[src/rtl/mips_cpu_ifetch.sv]
// Instruction fetch stage: one Avalon-MM read per instruction, valid/ack to decode.
// Optional: define MIPS_IFETCH_BYTESWAP_EN to byte-swap fetched words.
module mips_cpu_ifetch #(
    parameter int MAX_WAIT = 255,
    parameter int CNT_W    = 8
) (
    input  logic        clk,
    input  logic        rst,
    input  logic [31:0] pc_in,
    input  logic        active,
    input  logic        fetch_en,
    output logic [31:0] avm_address,
    output logic        avm_read,
    output logic [3:0]  avm_byteenable,
    input  logic        avm_waitrequest,
    input  logic [31:0] avm_readdata,
    output logic [31:0] instr_out,
    output logic        instr_valid,
    input  logic        instr_ack,
    output logic        stall,
    output logic        fetch_fault,
    output logic        bus_timeout
);

    typedef enum logic [1:0] {
        IDLE  = 2'd0,
        REQ   = 2'd1,
        VALID = 2'd2
    } state_t;

    localparam logic [CNT_W-1:0] MAX_CNT = CNT_W'(MAX_WAIT);

    state_t           state;
    logic [CNT_W-1:0] wait_cnt;
    logic [CNT_W-1:0] wait_cnt_next;
    logic             want;
    logic             issue;
    logic             misaligned;

    // Memory holds big-endian words when the swap option is built in.
    function automatic logic [31:0] fmt_word(input logic [31:0] d);
`ifdef MIPS_IFETCH_BYTESWAP_EN
        return {d[7:0], d[15:8], d[23:16], d[31:24]};
`else
        return d;
`endif
    endfunction

    assign avm_byteenable = 4'hF;

    // Decode the fetch request and the saturating wait count.
    always_comb begin
        want          = active && fetch_en;
        issue         = want && (pc_in[1:0] == 2'b00);
        misaligned    = want && (pc_in[1:0] != 2'b00);
        wait_cnt_next = (wait_cnt == '1) ? wait_cnt : wait_cnt + 1'b1;
    end

    // PC must hold while a read is in flight or a word is unconsumed.
    always_comb begin
        stall = (state == REQ) || ((state == VALID) && !instr_ack);
    end

    // Fetch FSM with registered bus and decode-side outputs.
    always_ff @(posedge clk) begin
        if (rst) begin
            state       <= IDLE;
            avm_read    <= 1'b0;
            avm_address <= 32'h0;
            instr_out   <= 32'h0;
            instr_valid <= 1'b0;
            fetch_fault <= 1'b0;
            bus_timeout <= 1'b0;
            wait_cnt    <= '0;
        end else begin
            unique case (state)
                IDLE: begin
                    if (issue) begin
                        avm_address <= pc_in;
                        avm_read    <= 1'b1;
                        wait_cnt    <= '0;
                        state       <= REQ;
                    end else if (misaligned) begin
                        fetch_fault <= 1'b1;
                    end
                end
                REQ: begin
                    // Avalon reads cannot be aborted; wait it out.
                    if (avm_waitrequest) begin
                        wait_cnt <= wait_cnt_next;
                        if (wait_cnt_next >= MAX_CNT) begin
                            bus_timeout <= 1'b1;
                        end
                    end else begin
                        avm_read <= 1'b0;
                        if (active) begin
                            instr_out   <= fmt_word(avm_readdata);
                            instr_valid <= 1'b1;
                            state       <= VALID;
                        end else begin
                            state <= IDLE;
                        end
                    end
                end
                VALID: begin
                    if (!active) begin
                        instr_valid <= 1'b0;
                        state       <= IDLE;
                    end else if (instr_ack) begin
                        instr_valid <= 1'b0;
                        if (issue) begin
                            avm_address <= pc_in;
                            avm_read    <= 1'b1;
                            wait_cnt    <= '0;
                            state       <= REQ;
                        end else begin
                            if (misaligned) begin
                                fetch_fault <= 1'b1;
                            end
                            state <= IDLE;
                        end
                    end
                end
                default: begin
                    avm_read    <= 1'b0;
                    instr_valid <= 1'b0;
                    state       <= IDLE;
                end
            endcase
        end
    end

endmodule

[config.mk]
export PLATFORM = sky130hd
export DESIGN_NAME = mips_cpu_ifetch
export DESIGN_NICKNAME = d
export VERILOG_FILES = /design/src/rtl/mips_cpu_ifetch.sv
export SDC_FILE = /design/constraint.sdc
export NUM_CORES = 1
export LEC_CHECK = 0
export ABC_CLOCK_PERIOD_IN_PS = 2100
export BUFFER_PORTS_ARGS = -buffer_cell sky130_fd_sc_hd__buf_2
export CAP_MARGIN = 20
export CORE_AREA = 2 2 96 98
export CTS_BUF_LIST = sky130_fd_sc_hd__clkbuf_4 sky130_fd_sc_hd__clkbuf_8
export CTS_CLUSTER_DIAMETER = 50
export DETAILED_ROUTE_END_ITERATION = 10
export DIE_AREA = 0 0 98 100
export GPL_TIMING_DRIVEN = 0
export PLACE_DENSITY = 0.69
export SLEW_MARGIN = 40
export SYNTH_ARGS = -nofsm -noshare
export SYNTH_HDL_FRONTEND = slang
export SYNTH_SLANG_ARGS = --single-unit
[constraint.sdc]
create_clock -name clk -period 2.1 [get_ports clk]
set_input_delay 0.42 -clock clk [delete_from_list [all_inputs] [get_ports clk]]
set_output_delay 0.42 -clock clk [all_outputs]
set_load 0.1 [all_outputs]
==> run summary, run 1 <==
The worst setup path is launched from a flop. The proportion of synthesized chip area in sequential cells came out at 51.8%. Setup repair after global routing left no endpoint under its margin.

The final sum of negative setup slack came out at 0 ns. The min-delay analysis places its worst path in the category in -> reg. In this design, the largest share of critical-path delay is due to compound AO/OA/AOI/OAI gates.

At the end of routability-driven placement, the weighted congestion stood at 0.848. The floorplan step set the die height to 100 microns. The flow ran to the end, and the final reports show no timing, DRC or antenna violations. The number of remaining DRC errors came out at 0. The total global routing track utilization came out at 16.3%.

The count of mapped cells out of synthesis came out at 377. In the detailed route, the total length drawn on met3 is 648 microns. The cell area after placement came out at 3850 sq um. The worst hold slack after final layout came out at 0.298 ns. In this run the clock root is driven by a sky130_fd_sc_hd__clkbuf_8. The final-report max-slew violation count came out at 0.

The unique cell type count in the Yosys netlist is 38. The combined buffer and inverter count along the critical path is 0. Sorting the synthesized cells by area gives the leading types as sky130_fd_sc_hd__dfxtp_1, sky130_fd_sc_hd__nand2_1, sky130_fd_sc_hd__a21oi_1. The number of rows created at floorplan is 35. The yosys synthesis warning count is 0. The number of synthesized flops with an enable pin came out at 0. The clock network is responsible for 42.7% of the overall power. sky130_fd_sc_hd__dfxtp_1 takes more of the synthesized area than any other cell. The hold buffer count at cts is 0. The final clock skew came out at 0.00957 ns.

The transition time of the tightest slew-check pin came out at 0.565 ns. The share of the synthesized area in compound gates (AO/OA/AOI/OAI) came out at 16.2%. The first TritonRoute pass finished after 4 iterations. The kind of critical path is reg -> reg.

The static power due to leakage came out at 1.81 nW. The vias after detailed routing came out at 3032. Once the floorplan was initialized, standard cells occupied 33.9% of the core. The first element of the critical path is wait_cnt[0]. In the synthesized netlist the dominant register cell turns out to be sky130_fd_sc_hd__dfxtp_1.

The internal portion of total power came out at 0.00241 W. In the detailed route, the total length drawn on met2 is 3.79 mm. The mapped netlist covers 3010 sq um. The count of fill cells added during filler insertion came out at 916.

The half-perimeter wire length after placement came out at 6.18 mm. The average footprint of a synthesized cell is 8.00 sq um. The startpoint identified for the worst hold timing path is avm_readdata[4]. For the worst setup path, the data required time is 2.37 ns. The post-CTS setup repair buffer count is 0. The most common library cell in the layout ignoring fill and taps is sky130_fd_sc_hd__buf_2. The fmax is 524 MHz.

The finished cells cover 4100 sq um. The synthesis-to-layout area growth came out at 35.9%. The final hold violation count came out at 0. The net switching fraction of the power is 25.5%.

Measured against its own limit, the worst slew margin works out to 62.3%. The number of routed nets with antenna violations came out at 0. The post-synthesis share of cell area spent on xor and xnor gates came out at 0.581%. The deepest clock path buffer count is 2.

The top-area cell type share of the netlist area came out at 51.8%. The data arrival time at the worst-slack endpoint is 2.18 ns. The longest individual stage delay on the worst path came out at 0.47 ns. The number of buffers created by CTS is 9. The multi-input combinational cell area is 1310 sq um. The share of synthesized flip-flops with an asynchronous set or reset is 0%. The area of the die came out at 9800 sq um. The number of nets in the layout is 599. The portion of the clock cycle consumed by the worst path in the final layout came out at 90.9%. The initial antenna violation count is 0. The post-synthesis register bit count is 78. The synthesized-area fraction occupied by and/or/nand/nor cells came out at 25.2%. TritonCTS built the clock tree. The final non-filler cell total is 644. The detailed router used layers up to and including met4. The analysis attributes to net switching a power of 0.000823 W. The clock sink count is 78. Setup violations remaining at the end of the flow were counted as 0. The worst register-to-register path begins at wait_cnt[0]. The layout cell share with drive strength beyond 1 is 34.0%. The clock slew at the register clock pins of the worst setup and hold paths is 0.08 ns. The antenna diode instance count came out at 0. The met1 layer wirelength in the final routing came out at 3.65 mm. The peak supply drop came out at 358 uV.

The latest clock arrival within the worst-skew pair came out at 0.35 ns. Among all stages on the critical path, the largest delay is contributed by sky130_fd_sc_hd__dfxtp_1. The wire length of the first global-routing pass is 12.9 mm.

In this run the power density over the cells is 788 nW/um^2. The mux share of post-synthesis cell area is 0.374%. The largest family of logic cells by synthesized area is simple AND/OR/NAND/NOR gates. In the layout the commonest cells are sky130_fd_sc_hd__buf_2, sky130_fd_sc_hd__nand2_1, sky130_fd_sc_hd__dfxtp_1, sky130_fd_sc_hd__a21oi_1, sky130_fd_sc_hd__nor2_1. The cell count after placement came out at 628. The worst setup path is captured at a flop.

Entering global routing, the biggest net connects 14 pins. The post-synthesis adder-cell area fraction came out at 0.415%. The critical path goes through ha_1, and3_4, a31oi_1, a311oi_2, a41oi_1, nor3_1. The fraction of power consumed by sequential logic is 46.6%. The minimum period implied by the final worst setup slack came out at 1.91 ns. The number of I/O port buffers is 137. The sequential cell area is 1560 sq um. The sum of routed wire length over all layers came out at 8.19 mm. The detailed-route wire length per cell came out at 12.7 microns. After the first detailed-routing iteration, the DRC count stood at 85. The die width is 98 microns. The count of max-cap constraint violations came out at 0. The core region area is 8890 sq um.

After global routing the overflow that remains totals 0. The H-tree level count came out at 3. The number of primary I/O pins is 143. The number of global-route vias before repair is 2786. The maximum fanout count along the critical path is 8. In the routed layout, each cell is associated on average with a via count of 4.71. The combinational share of power came out at 10.6%.
sequential cells by signal, indices dropped and copies added, names as in the netlist:
signal       cells
avm_address     32
avm_read         1
bus_timeout      1
fetch_fault      1
instr_out       32
instr_valid      1
state            2
wait_cnt         8
cell type report:
cell class,count,share of cell area [%]
Timing Repair Buffer,137,16.7
Clock buffer,11,3.39
Sequential cell,78,38.1
Clock inverter,5,2.60
Buffer,27,3.66
Inverter,2,0.183
Tap cell,111,3.39
Multi-Input combinational cell,273,31.9
final timing paths:
path | end | slack, ns | depth (start not counted)
min reg2reg | instr_out[0] | 0.45 | 2
max reg2reg | bus_timeout | 0.19 | 6
min | instr_out[4] | 0.30 | 3
max | bus_timeout | 0.19 | 6
timing repair:
action                     in CTS  in global routing
hold endpoints to repair        0                  0
resized for setup               0                  1
setup endpoints to repair       0                  1
tightest hold or removal path: cells and delay by family:
family                 cells  cell delay (ns)
AOI/OAI and AO/OA          1             0.05
buffers and inverters      1             0.09
and+or+nand+nor            1             0.04
metrics by stage:
| stage | util (%) | total power, W | setup WS, ns |
|---|---|---|---|
| 2_1_floorplan | - | 0.00178 | 0.433 |
| 3_3_place_gp | 43.3 | 0.00188 | 0.289 |
| 3_5_place_dp | 43.3 | 0.00189 | 0.192 |
| 4_1_cts | 46.1 | 0.00325 | 0.176 |
| 5_1_grt | 46.1 | 0.00335 | 0.115 |
| 6_report | 46.1 | 0.00323 | 0.192 |
power groups by stage:
stage                     registers [W]  clock network, W  logic [W]
after global routing            0.00151           0.00148   0.000365
final                           0.00151           0.00138   0.000343
after global placement          0.00154                 0   0.000340
after floorplan                 0.00167                 0   0.000109
after CTS                       0.00151           0.00140   0.000345
after detailed placement        0.00154                 0   0.000344
synthesized netlist by cell type, types with 2 or more instances:
library cell and instances:
sky130_fd_sc_hd__nand2_1 131, sky130_fd_sc_hd__dfxtp_1 78, sky130_fd_sc_hd__a21oi_1 72, sky130_fd_sc_hd__nor2_1 13, sky130_fd_sc_hd__buf_2 11, sky130_fd_sc_hd__clkbuf_1 10, sky130_fd_sc_hd__o21ai_0 7, sky130_fd_sc_hd__nand3_1 5
sky130_fd_sc_hd__and3_1 4, sky130_fd_sc_hd__buf_4 4, sky130_fd_sc_hd__and2b_2 3, sky130_fd_sc_hd__nand4_1 3, sky130_fd_sc_hd__nor3_1 3, sky130_fd_sc_hd__a211oi_1 2, sky130_fd_sc_hd__and3b_1 2, sky130_fd_sc_hd__clkbuf_8 2
sky130_fd_sc_hd__inv_1 2, sky130_fd_sc_hd__nand2b_1 2, sky130_fd_sc_hd__nor2_2 2, sky130_fd_sc_hd__nor3b_1 2, sky130_fd_sc_hd__xor2_1 2
metal layers:
layer | up-vias | GRT usage [%]
met3 | 13 | 5.50
li1 | 1548 | -
met1 | 1351 | 19.9
met5 | - | 0
met4 | 0 | 5.02
met2 | 120 | 27.4
cells by family after synthesis:
| family | Yosys count |
|---|---|
| fa+ha+maj | 1 |
| buf+inv | 29 |
| xor+xnor | 2 |
| mux | 1 |
| simple gates | 176 |
| compound gates | 89 |
| flops | 78 |
| other cells | 1 |
No activity file was read; power rests on OpenSTA's default activity.
==> run 2: changes to the inputs <==
--- a/config.mk
+++ b/config.mk
@@ -5,16 +5,17 @@
 export SDC_FILE = /design/constraint.sdc
 export NUM_CORES = 1
 export LEC_CHECK = 0
+export ABC_AREA = 0
 export ABC_CLOCK_PERIOD_IN_PS = 2100
 export BUFFER_PORTS_ARGS = -buffer_cell sky130_fd_sc_hd__buf_2
 export CAP_MARGIN = 20
-export CORE_AREA = 2 2 96 98
+export CORE_AREA = 2 2 83 85
 export CTS_BUF_LIST = sky130_fd_sc_hd__clkbuf_4 sky130_fd_sc_hd__clkbuf_8
 export CTS_CLUSTER_DIAMETER = 50
 export DETAILED_ROUTE_END_ITERATION = 10
-export DIE_AREA = 0 0 98 100
+export DIE_AREA = 0 0 85 87
 export GPL_TIMING_DRIVEN = 0
-export PLACE_DENSITY = 0.69
+export PLACE_DENSITY = 0.87
 export SLEW_MARGIN = 40
 export SYNTH_ARGS = -nofsm -noshare
 export SYNTH_HDL_FRONTEND = slang
==> run summary, run 2 (synthesis results as in run 1) <==
The number of buffers created by CTS is 9 (unchanged). The hold buffer count at cts came to 0 (unchanged). The power per cell area is 760 nW/um^2 (-3.6%). The core region area came to 6570 sq um (-26%). The final non-filler cell total is 613 (-4.8%). The final clock skew was 0.00948 ns (-0.0000895 ns). The final worst setup slack is 0.196 ns (+0.00466 ns). The latest clock arrival within the worst-skew pair came out at 0.34 ns (about the same). The cell count after placement came to 597 (-4.9%). The final standard cell utilization of the core is 61.4% (+15 points). The critical register-to-register path startpoint is wait_cnt[0]. The post-CTS setup repair buffer count came out at 0 (unchanged).

The clock slew at the register clock pins of the worst setup and hold paths came out at 0.08 ns (about the same). The worst relative slew slack is 63.1% (+0.78 points). Leaving out fill and tap cells, the most frequent cell in the layout is sky130_fd_sc_hd__buf_2.

The die width was 85 microns (-13%). The pre-CTS worst setup slack is 0.192 ns (+0.000209 ns). The final-report max-slew violation count is 0 (unchanged). The final sum of negative setup slack came out at 0 ns (unchanged). The transition time of the tightest slew-check pin came out at 0.554 ns (-0.0117 ns). The worst setup path is launched from a flop. The final hold violation count is 0 (unchanged). The pin count of the biggest net entering global routing is 15 (+1). The min-delay analysis places its worst path in the category in -> reg. The number of primary I/O pins is 143 (unchanged). The startpoint of the most critical hold path is avm_readdata[4]. The number of I/O port buffers came out at 137 (unchanged). The maximum fanout count along the critical path came to 8 (unchanged). The number of vias per cell is 4.99 (+6.0%). The peak supply drop came to 503 uV (+41%).

The synthesis-to-layout area growth is 33.9%. The y dimension of the die is 87 microns (-13%). The first element of the critical path is wait_cnt[0]. The detailed-route wire length per cell came out at 12.6 microns (-1.0%). The count of max-cap constraint violations was 0 (unchanged). The run finished with clean final reports. The worst path required time came out at 2.36 ns (about the same). The fmax came out at 525 MHz (+0.24%). The antenna diode instance count is 0 (unchanged). The total global routing track utilization came out at 20.1% (+3.8 points).

The vias after detailed routing is 3058 (+0.86%). The count of fill cells added during filler insertion came out at 593 (-35%). The deepest clock path buffer count is 2 (unchanged). The number of remaining DRC errors is 0 (unchanged).

The number of DRC markers in iteration 0 is 93 (+9.4%). The worst hold slack after final layout is 0.307 ns (+0.00976 ns). The half-perimeter wire length after placement is 5.85 mm (-5.4%). The number of routed nets with antenna violations is 0 (unchanged). The minimum period implied by the final worst setup slack was 1.90 ns (-0.00466 ns). The number of nets in the layout is 599 (unchanged). The total of endpoints with negative setup slack in the final report came to 0 (unchanged). The data arrival time at the worst-slack endpoint is 2.16 ns (-0.02 ns). The wire length of the first global-routing pass was 12.2 mm (-5.7%). The number of rows created at floorplan is 30 (-14%). The number of gates given a new drive strength after cts came out at 0 (unchanged). In the layout the commonest cells are sky130_fd_sc_hd__buf_2, sky130_fd_sc_hd__nand2_1, sky130_fd_sc_hd__dfxtp_1, sky130_fd_sc_hd__a21oi_1, sky130_fd_sc_hd__nor2_1. The number of optimization iterations in the first detailed-route pass is 4 (unchanged). The clock sink count is 78 (unchanged). The static power due to leakage is 1.80 nW (-0.64%). The area of the die came out at 7400 sq um (-25%). The total grt overflow came out at 0 (unchanged). The sum of routed wire length over all layers came out at 7.72 mm (-5.8%). The initial cell density of the core was 45.9% (+12 points). The largest registers in the layout are avm_address x32, instr_out x32, wait_cnt x8. Setup repair after global routing left no endpoint under its margin. The H-tree level count is 3 (unchanged). The number of global-route vias before repair is 2802 (+0.57%). The layout cell share with drive strength beyond 1 came out at 34.0% (unchanged). The routability congestion estimate is 0.890 (+5.0%). TritonCTS built the clock tree. The root buffer selected by CTS is sky130_fd_sc_hd__clkbuf_8.

The initial antenna violation count was 0 (unchanged). The worst setup path is captured at a flop. The kind of critical path is reg -> reg. The portion of the clock cycle consumed by the worst path in the final layout came out at 90.7% (-0.22 points).
[run 2: cell types whose count changed in the layout (fill, tap and decap cells not counted), sizes merged]
cell,delta
bufinv,-1
clkbuf,-2
inv,-1
clkinv,+4
[run 2: worst paths after layout]
path	end	slack [ns]	cells past startpoint
max	bus_timeout	0.20	6
min	instr_out[4]	0.31	3
max reg2reg	bus_timeout	0.20	6
min reg2reg	avm_address[9]	0.45	2
[run 2: power by group]
part / total, W / leakage [nW] / internal (W) / switching (W)
combinational: 0.000340 / 1.06 / 0.0000888 / 0.000251
clock: 0.00122 / 0.109 / 0.000673 / 0.000548
sequential: 0.00151 / 0.630 / 0.00150 / 0.0000104
[run 2: layout make-up]
type | instances | area (sq um) | share of cell area, %
Clock buffer | 9 | 124 | 3.07
Inverter | 2 | 7.51 | 0.186
Buffer | 27 | 150 | 3.72
Multi-Input combinational cell | 273 | 1310 | 32.4
Clock inverter | 7 | 98.8 | 2.45
Tap cell | 80 | 100 | 2.48
Sequential cell | 78 | 1560 | 38.7
Timing Repair Buffer | 137 | 686 | 17.0
[run 2: critical path, stage by stage (launching register included)]
cell and delay (ns):
sky130_fd_sc_hd__dfxtp_1 0.48, sky130_fd_sc_hd__ha_1 0.34, sky130_fd_sc_hd__and3_4 0.24, sky130_fd_sc_hd__a31oi_1 0.10
sky130_fd_sc_hd__a311oi_2 0.33, sky130_fd_sc_hd__a41oi_1 0.16, sky130_fd_sc_hd__nor3_1 0.18
[run 2: layer usage]
| metal | routed length [microns] | vias up | global-route usage, % |
|---|---|---|---|
| li1 | - | 1548 | - |
| met1 | 3180 | 1368 | 23.9 |
| met2 | 3730 | 134 | 35.2 |
| met3 | 729 | 8 | 5.59 |
| met4 | 76 | 0 | 6.35 |
| met5 | 0 | - | 0 |
[run 2: stage by stage]
step | total power [W] | area, sq um
after floorplan | 0.00178 | 3030
after global placement | 0.00188 | 3810
after detailed placement | 0.00188 | 3810
after CTS | 0.00310 | 4030
after global routing | 0.00318 | 4040
final | 0.00307 | 4040
==> run 3: changes to the inputs <==
--- a/config.mk
+++ b/config.mk
@@ -5,7 +5,7 @@
 export SDC_FILE = /design/constraint.sdc
 export NUM_CORES = 1
 export LEC_CHECK = 0
-export ABC_AREA = 0
+export ABC_AREA = 1
 export ABC_CLOCK_PERIOD_IN_PS = 2100
 export BUFFER_PORTS_ARGS = -buffer_cell sky130_fd_sc_hd__buf_2
 export CAP_MARGIN = 20
==> run summary, run 3 <==
The run finished with clean final reports. The depth of the worst register-to-register path is 9 (+3). The deepest clock path buffer count was 2 (unchanged). The slack of the worst reg-to-reg path is 0.54 ns (+0.34 ns). The number of I/O port buffers came out at 138 (+0.73%). The share of synthesized flip-flops with an asynchronous set or reset was 0% (unchanged). The combined buffer and inverter count along the critical path is 2 (+2).

The detailed-route wire length per cell came out at 11.7 microns (-7.0%). The worst relative slew slack is 63.0% (-0.069 points). The longest individual stage delay on the worst path was 0.43 ns (-0.05 ns). The number of nets in the layout was 631 (+5.3%). The antenna diode instance count was 0 (unchanged). The summed area of non-filler cells in the final layout is 4050 sq um (+0.25%).

The yosys synthesis warning count was 0 (unchanged). The final-report max-slew violation count was 0 (unchanged). The post-CTS setup repair buffer count is 0 (unchanged).

The count of fill cells added during filler insertion is 589 (-0.67%). The worst path required time is 1.68 ns (-0.68 ns). The number of remaining DRC errors came to 0 (unchanged). The final hold violation count was 0 (unchanged). The number of DRC markers in iteration 0 is 129 (+39%). On the critical path, the stage with the largest delay is an instance of sky130_fd_sc_hd__buf_2. The final sum of negative setup slack is 0 ns (unchanged). The worst setup path is captured at an output port. The core region area is 6570 sq um (unchanged). CTS placed an instance of sky130_fd_sc_hd__clkbuf_8 at the clock tree root.

The transition time of the tightest slew-check pin came out at 0.555 ns (+0.00103 ns). The data arrival time at the worst-slack endpoint is 1.52 ns (-0.64 ns). The synthesis-to-layout area growth came out at 34.7%.

The hold buffer count at cts is 0 (unchanged). The initial antenna violation count came out at 0 (unchanged). The clock sink count is 78 (unchanged). The vias after detailed routing is 3121 (+2.1%).

The type of origin of the critical path is a flop. The sink of the worst hold path is instr_out[13]. The layout cell share with drive strength beyond 1 is 31.5% (-2.5 points). The startpoint identified for the worst register-to-register timing path is wait_cnt[0]. The unique cell type count in the Yosys netlist came out at 26 (-32%). The endpoint of the worst-slack reg-to-reg timing path is bus_timeout. The post-synthesis register bit count came to 78 (unchanged).

The half-perimeter wire length after placement came to 5.71 mm (-2.4%). Setup repair after global routing left no endpoint under its margin. The count of mapped cells out of synthesis came out at 408 (+8.2%). The area of the die is 7400 sq um (unchanged).

The count of max-cap constraint violations is 0 (unchanged). In this design, the critical path's most frequently occurring cell is sky130_fd_sc_hd__nand2_1. In the layout the commonest cells are sky130_fd_sc_hd__nor2_1, sky130_fd_sc_hd__buf_2, sky130_fd_sc_hd__dfxtp_1, sky130_fd_sc_hd__o21ai_0, sky130_fd_sc_hd__nand2_1.

The wire length of the first global-routing pass is 12.2 mm (+0.63%). The total global routing track utilization was 20.3% (+0.23 points). The cell family contributing the most delay on the critical path is buffers and inverters. The number of buffers created by CTS is 9 (unchanged).

The number of rows created at floorplan is 30 (unchanged). Ranked by instance count, the synthesized netlist is headed by sky130_fd_sc_hd__nor2_1, sky130_fd_sc_hd__dfxtp_1, sky130_fd_sc_hd__o21ai_0. The number of global-route vias before repair is 2841 (+1.4%). The peak supply drop came out at 604 uV (+20%). The pin count of the biggest net entering global routing came out at 15 (unchanged). By area the synthesized netlist is led by sky130_fd_sc_hd__dfxtp_1, sky130_fd_sc_hd__nor2_1, sky130_fd_sc_hd__o21ai_0. The critical path goes through inv_1, nor2_1, nand2_1, nand2_1, buf_2. The number of synthesized flops with an enable pin came out at 0 (unchanged). The number of primary I/O pins came out at 143 (unchanged). The depth of the worst hold-timing path is 3 (unchanged).

The total of endpoints with negative setup slack in the final report came out at 0 (unchanged). The static power due to leakage is 2.02 nW (+12%). In the post-synthesis netlist, the cell with the most instances is sky130_fd_sc_hd__nor2_1. The minimum period implied by the final worst setup slack came out at 1.94 ns (+0.0373 ns). The latest clock arrival within the worst-skew pair came out at 0.34 ns (about the same). The y dimension of the die came out at 87 microns (unchanged). In the final layout, the registers with the most flip-flops are avm_address x32, instr_out x32, wait_cnt x8. The tightest min-delay check is of the in -> reg type.

The startpoint identified for the worst hold timing path is avm_readdata[13]. The routability congestion estimate is 0.813 (-8.7%). The H-tree level count came out at 3 (unchanged).

The portion of the clock cycle consumed by the worst path in the final layout is 92.4% (+1.8 points). The number of routed nets with antenna violations came to 0 (unchanged). The largest total area in the synthesized netlist belongs to sky130_fd_sc_hd__dfxtp_1.

The proportion of synthesized chip area in sequential cells came out at 52.0% (+0.17 points). The number of optimization iterations in the first detailed-route pass is 4 (unchanged). The cell area after placement came out at 3810 sq um (-0.13%). The total grt overflow came out at 0 (unchanged). The die width came out at 85 microns (unchanged). The top-area cell type share of the netlist area is 52.0% (+0.17 points). The clock slew at the register clock pins of the worst setup and hold paths is 0.09 ns (about the same). The average footprint of a synthesized cell came out at 7.36 sq um (-7.9%). The area of the mapped netlist is 3000 sq um (-0.33%).

The critical path in this run is classified as reg -> out. The power per cell area is 812 nW/um^2 (+6.8%). The number of vias per cell is 4.84 (-3.0%). The number of gates given a new drive strength after cts came out at 0 (unchanged). The initial cell density of the core came out at 45.7% (-0.15 points). TritonCTS built the clock tree. The maximum fanout count along the critical path is 5 (-3). The final clock skew is 0.00855 ns (-0.000928 ns). The fmax is 515 MHz (-1.9%). Among all flip-flop cells after synthesis, the most frequent one is sky130_fd_sc_hd__dfxtp_1.

The sum of routed wire length over all layers came out at 7.55 mm (-2.1%).
## run 3: changes by cell type after synthesis, moves of 6 or more
cell | before | now
sky130_fd_sc_hd__a21oi_1 | 72 | 11
sky130_fd_sc_hd__buf_2 | 11 | 5
sky130_fd_sc_hd__inv_1 | 2 | 10
sky130_fd_sc_hd__nand2_1 | 131 | 48
sky130_fd_sc_hd__nor2_1 | 13 | 143
sky130_fd_sc_hd__o21ai_0 | 7 | 65
## run 3: final cells by class
type,instances,area (sq um),share of cell area [%]
Sequential cell,78,1560,38.6
Multi-Input combinational cell,294,1270,31.5
Timing Repair Buffer,138,691,17.1
Clock buffer,11,151,3.74
Buffer,24,124,3.06
Tap cell,80,100,2.47
Clock inverter,5,88.8,2.20
Inverter,15,56.3,1.39
## run 3: stage by stage
stage	setup slack [ns]	power [W]	hold slack (ns)	std cells	util, %
4_1_cts	0.143	0.00331	0.281	645	61.6
3_3_place_gp	0.393	0.00199	0.429	629	57.9
2_1_floorplan	0.421	0.00188	0.459	411	-
6_report	0.159	0.00329	0.294	645	61.6
5_1_grt	0.0400	0.00340	0.292	645	61.6
3_5_place_dp	0.328	0.00200	0.435	629	57.9
## run 3: worst reg2reg max path, cell delays in order (launching register included)
cell and delay (ns):
sky130_fd_sc_hd__dfxtp_1 0.40, sky130_fd_sc_hd__ha_1 0.19, sky130_fd_sc_hd__nand2_1 0.11, sky130_fd_sc_hd__nor2_2 0.18, sky130_fd_sc_hd__nand2_2 0.14, sky130_fd_sc_hd__o21ai_1 0.15, sky130_fd_sc_hd__nand2_1 0.08, sky130_fd_sc_hd__nor2_1 0.08
sky130_fd_sc_hd__nand2_1 0.06, sky130_fd_sc_hd__a21oi_1 0.10
## run 3: cell families (layout without fill, tap and decap cells)
kind of cell | Yosys count | count (layout) | synth area share [%]
AO/OA/AOI/OAI | 82 | 82 | 14.0
adder cells (fa/ha/maj) | 1 | 1 | 0.416
AND/OR/NAND/NOR | 207 | 207 | 27.4
other | 1 | 4 | 0.125
buffers and inverters | 39 | 193 | 6.00
flip-flops | 78 | 78 | 52.0
## run 3: worst max-delay path by stage
stage / start / slack (ns) / endpoint / cells past startpoint
floorplan: state[1] / 0.42 / stall / 4
global placement: rst / 0.39 / instr_out[24] / 6
detailed placement: rst / 0.33 / avm_address[6] / 6
CTS: state[1] / 0.14 / stall / 5
global route: state[1] / 0.04 / stall / 5
finish: state[1] / 0.16 / stall / 5
## run 3: power breakdown
part	leakage [nW]	total [W]	internal, W	switching, W
clock network	0.122	0.00132	0.000750	0.000574
registers	0.631	0.00152	0.00151	0.0000140
logic	1.27	0.000441	0.000102	0.000339
## run 3: per-layer routing
metal | part of all wire [%] | vias up | GRT usage [%]
met5 | 0 | - | 0
met4 | 0.72 | 0 | 4.18
met3 | 8.4 | 5 | 6.82
met2 | 48 | 122 | 36.1
met1 | 43 | 1394 | 24.0
li1 | - | 1600 | -
